## config.mk

```make
export PLATFORM = sky130hd
export DESIGN_NAME = hcsr04_echo_emulator
export DESIGN_NICKNAME = d
export VERILOG_FILES = /design/src/rtl/hcsr04_echo_emulator.sv
export SDC_FILE = /design/constraint.sdc
export NUM_CORES = 1
export LEC_CHECK = 0
export CAP_MARGIN = 20
export CORE_ASPECT_RATIO = 0.5
export CORE_MARGIN = 4
export CORE_UTILIZATION = 30
export DETAILED_ROUTE_END_ITERATION = 8
export PLACE_DENSITY_LB_ADDON = 0.15
export REMOVE_ABC_BUFFERS = 1
export SYNTH_ARGS = -nofsm -noshare
export SYNTH_HDL_FRONTEND = slang
export SYNTH_SLANG_ARGS = --single-unit
```

## constraint.sdc

```tcl
create_clock -name clk -period 7.3 [get_ports clk]
set_clock_uncertainty 0.05 [all_clocks]
set_input_delay 2.19 -clock clk [delete_from_list [all_inputs] [get_ports clk]]
set_output_delay 2.19 -clock clk [all_outputs]
set_load 0.05 [all_outputs]
```

## src/rtl/hcsr04_echo_emulator.sv

```systemverilog
// HC-SR04 ultrasonic sensor emulator: measures the controller's trigger pulse,
// waits out the burst delay and answers with an echo pulse proportional to distance.
module hcsr04_echo_emulator #(
  parameter int CLK_FREQ_MHZ   = 100,
  parameter int MIN_TRIG_US    = 10,
  parameter int BURST_DELAY_US = 200,
  parameter int US_PER_CM      = 58,
  parameter int MIN_CM         = 2,
  parameter int MAX_CM         = 400,
  parameter int TIMEOUT_US     = 38000,
  parameter int HOLDOFF_US     = 10000
) (
  input  logic        clk,
  input  logic        reset_p,
  input  logic        trigger,
  input  logic [15:0] distance_cm,
  output logic        echo,
  output logic        busy,
  output logic        trig_err,
  output logic        echo_done
);

  localparam int TICK_W = (CLK_FREQ_MHZ > 1) ? $clog2(CLK_FREQ_MHZ) : 1;
  localparam logic [TICK_W-1:0] TICK_LAST = TICK_W'(CLK_FREQ_MHZ - 1);
  localparam logic [16:0] US_SAT = 17'h0FFFF;

  typedef enum logic [2:0] {
    S_IDLE, S_TRIG_MEAS, S_BURST, S_ECHO, S_HOLDOFF
  } state_t;

  state_t            state_q, state_d;
  logic [TICK_W-1:0] tick_cnt_q, tick_cnt_d;
  logic [16:0]       us_cnt_q, us_cnt_d;
  logic [15:0]       dist_q, dist_d;
  logic [2:0]        sync_q, sync_d;   // [0] meta, [1] synchronized, [2] previous
  logic              echo_q, echo_d;
  logic              trig_err_q, trig_err_d;
  logic              echo_done_q, echo_done_d;

  logic        tick, trig_rise, trig_fall;
  logic [16:0] us_next, dist_ext, dist_clamped, echo_width;

  always_comb begin
    tick      = (tick_cnt_q == TICK_LAST);
    trig_rise = sync_q[1] & ~sync_q[2];
    trig_fall = ~sync_q[1] & sync_q[2];
    us_next   = us_cnt_q + 17'd1;

    // Width is derived from the latched distance so later input changes are harmless.
    dist_ext     = {1'b0, dist_q};
    dist_clamped = (dist_ext < 17'(MIN_CM)) ? 17'(MIN_CM) : dist_ext;
    echo_width   = (dist_ext > 17'(MAX_CM)) ? 17'(TIMEOUT_US)
                                            : dist_clamped * 17'(US_PER_CM);
  end

  always_comb begin
    state_d     = state_q;
    tick_cnt_d  = tick ? '0 : tick_cnt_q + TICK_W'(1);
    us_cnt_d    = us_cnt_q;
    dist_d      = dist_q;
    sync_d      = {sync_q[1:0], trigger};
    echo_d      = echo_q;
    trig_err_d  = 1'b0;
    echo_done_d = 1'b0;

    case (state_q)
      S_IDLE: begin
        echo_d = 1'b0;
        if (trig_rise) state_d = S_TRIG_MEAS;
      end
      S_TRIG_MEAS: begin
        if (trig_fall) begin
          if (us_cnt_q >= 17'(MIN_TRIG_US)) begin
            state_d = S_BURST;
            dist_d  = distance_cm;
          end else begin
            state_d    = S_IDLE;
            trig_err_d = 1'b1;
          end
        end else if (tick && sync_q[1] && us_cnt_q != US_SAT) begin
          us_cnt_d = us_next;
        end
      end
      S_BURST: begin
        if (tick) begin
          if (us_next >= 17'(BURST_DELAY_US)) begin
            state_d = S_ECHO;
            echo_d  = 1'b1;
          end else begin
            us_cnt_d = us_next;
          end
        end
      end
      S_ECHO: begin
        if (tick) begin
          if (us_next >= echo_width) begin
            state_d     = S_HOLDOFF;
            echo_d      = 1'b0;
            echo_done_d = 1'b1;
          end else begin
            us_cnt_d = us_next;
          end
        end
      end
      S_HOLDOFF: begin
        if (tick) begin
          if (us_next >= 17'(HOLDOFF_US)) state_d = S_IDLE;
          else                            us_cnt_d = us_next;
        end
      end
      default: begin
        state_d = S_IDLE;
        echo_d  = 1'b0;
      end
    endcase

    // Every state entry restarts both the us tick phase and the us counter.
    if (state_d != state_q) begin
      tick_cnt_d = '0;
      us_cnt_d   = '0;
    end
  end

  always_ff @(posedge clk or posedge reset_p) begin
    if (reset_p) begin
      state_q     <= S_IDLE;
      tick_cnt_q  <= '0;
      us_cnt_q    <= '0;
      dist_q      <= '0;
      sync_q      <= '0;
      echo_q      <= 1'b0;
      trig_err_q  <= 1'b0;
      echo_done_q <= 1'b0;
    end else begin
      state_q     <= state_d;
      tick_cnt_q  <= tick_cnt_d;
      us_cnt_q    <= us_cnt_d;
      dist_q      <= dist_d;
      sync_q      <= sync_d;
      echo_q      <= echo_d;
      trig_err_q  <= trig_err_d;
      echo_done_q <= echo_done_d;
    end
  end

  assign echo      = echo_q;
  assign busy      = (state_q != S_IDLE);
  assign trig_err  = trig_err_q;
  assign echo_done = echo_done_q;

endmodule
```

==> results.py <==
metrics = {
    "run_status": {
        "status": "finished, final reports clean",
    },
    "power": {
        "power.clock.fraction": 0.283,
        "power.density_nw_per_um2": 166,
        "internal_power_mw": 0.567,
        "switching_share": 0.358,
        "combPwrFrac": 0.371,
        "p_leak_nw": 2.36,
        "switchingPower_mw": 0.316,
        "irDropWorstVdd_mv": 0.0812,
        "p_seq_frac": 0.346,
    },
    "cells_and_area": {
        "final_layout_size_suffix_gt1_frac": 0.0751,
        "areaGrowthSynthToFinish_pct": 9.62,
        "final_nets": 632,
        "n_antenna_cell": 0,
        "final_area_um2": 5300,
    },
    "synthesis": {
        "synth_area_um2": 4840,
        "yosysWarnings": 0,
        "syn_inst": 547,
        "yosys_most_used_dff": "dfrtp_1",
        "synth_area_per_cell_um2": 8.84,
        "async_flop_share": 1.00,
        "synth_cell_type_count": 61,
        "ys_ff_latch": 49,
        "synth_edf_count": 0,
        "seq_area_frac_synth": 0.253,
    },
    "grt": {
        "grt_first_pass_wirelength_um": 18500,
        "overflow": 0,
        "grt.total_usage": 0.120,
        "grt_start_max_net_pins": 50,
        "antenna_found_initial": 0,
        "grt_pass1_vias": 3621,
    },
    "clocking": {
        "htree_levels": 2,
        "cts_tree": "done",
        "clockBufferDepth": 2,
        "post-cts-setup-buffers": 0,
        "numCtsBuffers": 5,
        "cts-root-buf": "clkbuf_16",
        "insertion_delay_ns": 0.30,
        "cts.reportedPaths.clkPinSlew_ns": 0.08,
        "cts.sinks": 49,
    },
    "placement": {
        "hpwl_um": 8280,
        "postPlaceCellArea_um2": 5140,
        "dp_slack_ns": 0.608,
        "port_buffers": 22,
        "place_congestion": 0.796,
    },
    "floorplanning": {
        "die_w_um": 188,
        "ioPinCount": 23,
        "initial_core_util": 0.310,
        "core_area_um2": 15600,
        "die_area_um2": 18300,
        "rows": 32,
        "die_h_um": 97.8,
    },
    "timing": {
        "slew_headroom": 0.271,
        "final-hold-violation-count": 0,
        "timing.hold.ws_ns": 0.309,
        "slew_violations": 0,
        "layout_worst_path_cycle_share": 0.904,
        "fmax_mhz": 152,
        "fin_ws_ns": 0.701,
        "period_minus_slack_ns": 6.60,
        "rsz0062_at_grt": "no",
        "setup_violations": 0,
        "worst_slew_pin_slew_ns": 1.09,
        "fin_tns_setup_ns": 0,
    },
    "worst_setup_path": {
        "max_stage_delay_ns": 0.50,
        "worstPathArrival_ns": 6.78,
        "reg2regPathDepth": 27,
        "slowest_stage": "or4_1",
        "r2r_end": "us_cnt_q[12]",
        "cp-end-kind": "flip-flop",
        "worst_setup_path_start_kind": "flip-flop",
        "regToRegSetupSlack_ns": 0.70,
        "cp-startpoint": "dist_q[13]",
        "worstReg2RegStart": "dist_q[13]",
        "worstPathRequired_ns": 7.48,
        "crit_top_cell": "ha_1",
        "cp_max_fo": 31,
        "worstSetupPathType": "reg2reg",
    },
    "routing": {
        "drtIter0Drc": 153,
        "postRouteAntennaNets": 0,
        "drt_wl_total_um": 10800,
        "drc_errors": 0,
        "routed-via-count": 3745,
        "viasPerCell": 4.99,
        "wire_per_inst_um": 14.5,
        "dr.pass1.iters": 4,
    },
    "worst_hold_path": {
        "min_to": "sync_q[1]",
        "min_path_type": "reg2reg",
        "hp-start": "sync_q[0]",
        "min_path_cells": 0,
    },
    "job": {
        "drv_cap": 0,
    },
}
-- per-stage QoR --
stage | instances | util | power [mW]
after floorplan | 513 | - | 0.571
after global placement | 741 | 0.329 | 0.643
after detailed placement | 741 | 0.329 | 0.642
after CTS | 749 | 0.339 | 0.899
after global routing | 750 | 0.340 | 0.959
final | 750 | 0.340 | 0.882
-- critical path, delay by kind of cell, from the launching register on --
| kind | cells | cell delay (ns) |
|---|---|---|
| buffers and inverters | 2 | 0.09 |
| adder cells (fa/ha/maj) | 5 | 1.67 |
| XOR/XNOR | 2 | 0.28 |
| AND/OR/NAND/NOR | 8 | 1.91 |
| AO/OA/AOI/OAI | 10 | 2.09 |
| flip-flops | 1 | 0.42 |
-- layout make-up --
type | count | area (µm²)
Inverter | 79 | 297
Tap cell | 204 | 255
Sequential cell | 49 | 1230
Clock inverter | 3 | 22.5
Fill cell | 1650 | 10300
Clock buffer | 5 | 125
Multi-Input combinational cell | 385 | 3130
Timing Repair Buffer | 25 | 243
-- Yosys cell counts, types with 3 or more instances --
cell type | count | area, µm²
dfrtp_1 | 49 | 1230
nor2_1 | 31 | 116
nor2b_1 | 3 | 18.8
o211ai_1 | 6 | 45.0
nor3_1 | 8 | 40.0
o31ai_1 | 13 | 97.6
fa_1 | 18 | 360
clkbuf_1 | 14 | 52.6
o2111ai_1 | 5 | 43.8
nand3_1 | 15 | 75.1
and3_1 | 4 | 25.0
mux2_2 | 16 | 180
buf_6 | 4 | 45.0
nand2_1 | 32 | 120
nand4_1 | 6 | 37.5
nor4_1 | 4 | 25.0
and2_1 | 4 | 25.0
buf_4 | 4 | 30.0
buf_2 | 12 | 60.1
or4_1 | 14 | 105
o21ai_0 | 17 | 85.1
a21o_1 | 10 | 75.1
a21oi_1 | 34 | 170
nand2b_1 | 3 | 18.8
xnor2_1 | 27 | 236
ha_1 | 50 | 626
or3_1 | 7 | 43.8
a31oi_1 | 5 | 31.3
xor2_1 | 12 | 105
inv_1 | 79 | 297
-- metal layers --
metal  global-route usage  share of wire  vias up
li1                     -              -     1912
met1                0.179           0.54     1769
met2                0.182           0.42       55
met3               0.0225          0.033        9
met4               0.0276         0.0079        0
met5                    0              0        -
-- power by group through the flow --
stage / sequential [mW] / clock [mW] / combinational (mW)
detailed placement: 0.311 / 0 / 0.331
global placement: 0.311 / 0 / 0.332
global route: 0.308 / 0.269 / 0.382
floorplan: 0.307 / 0 / 0.264
finish: 0.305 / 0.250 / 0.327
CTS: 0.305 / 0.259 / 0.334
-- state kept, by name (all words and copies together), names as in the netlist --
register    count
trig_err        1
state_q         3
echo_done       1
echo            1
dist_q         16
sync_q          3
tick_cnt_q      7
us_cnt_q       17
-- cell families after synthesis --
kind of cell             Yosys count  synth area share
flip-flops                        49             0.253
multiplexers                      18            0.0414
AND/OR/NAND/NOR                  144             0.165
XOR/XNOR                          39            0.0706
adder cells (fa/ha/maj)           68             0.204
AO/OA/AOI/OAI                    116             0.166
buffers and inverters            113             0.100
-- cells in the final DEF, fill, tap and decap left out, drive strengths merged, types with 2 or more instances in the layout --
| master | Yosys | layout |
|---|---|---|
| a211oi | 2 | 2 |
| xor2 | 12 | 12 |
| nand4 | 8 | 8 |
| o41ai | 2 | 2 |
| o22ai | 2 | 2 |
| inv | 79 | 79 |
| a21o | 10 | 10 |
| ha | 50 | 50 |
| a2111oi | 2 | 2 |
| or3 | 7 | 7 |
| mux2i | 2 | 2 |
| nand3b | 2 | 2 |
| mux2 | 16 | 16 |
| nand2 | 34 | 34 |
| dfrtp | 49 | 49 |
| nor4 | 5 | 5 |
| o211ai | 6 | 6 |
| nor2b | 3 | 3 |
| o311ai | 2 | 2 |
| a311o | 2 | 2 |
| a311oi | 2 | 2 |
| and3 | 4 | 4 |
| a31o | 2 | 2 |
| o21ai | 18 | 18 |
| and2 | 4 | 4 |
| o31ai | 13 | 13 |
| xnor2 | 27 | 27 |
| clkinv | 0 | 3 |
| buf | 20 | 2 |
| nand2b | 3 | 3 |
| o2111ai | 5 | 5 |
| a31oi | 5 | 5 |
| nand3 | 16 | 16 |
| nor2 | 31 | 31 |
| a21oi | 34 | 34 |
| nor3 | 9 | 9 |
| or4 | 14 | 14 |
| clkdlybuf4s50 | 0 | 22 |
| fa | 18 | 18 |
| clkbuf | 14 | 6 |
-- worst max-delay path by stage --
stage                   endpoint  slack, ns
finish              us_cnt_q[12]       0.70
global route        us_cnt_q[10]       0.06
CTS                 us_cnt_q[15]       0.58
detailed placement  us_cnt_q[12]       0.61
global placement    us_cnt_q[10]       0.75
floorplan           us_cnt_q[10]       1.32
-- repair_timing --
item	in CTS	in global routing
setup endpoints to repair	0	1
resized for setup	0	1
hold endpoints to repair	0	0
hold buffers	0	0
No activity file was read; power rests on OpenSTA's default activity.
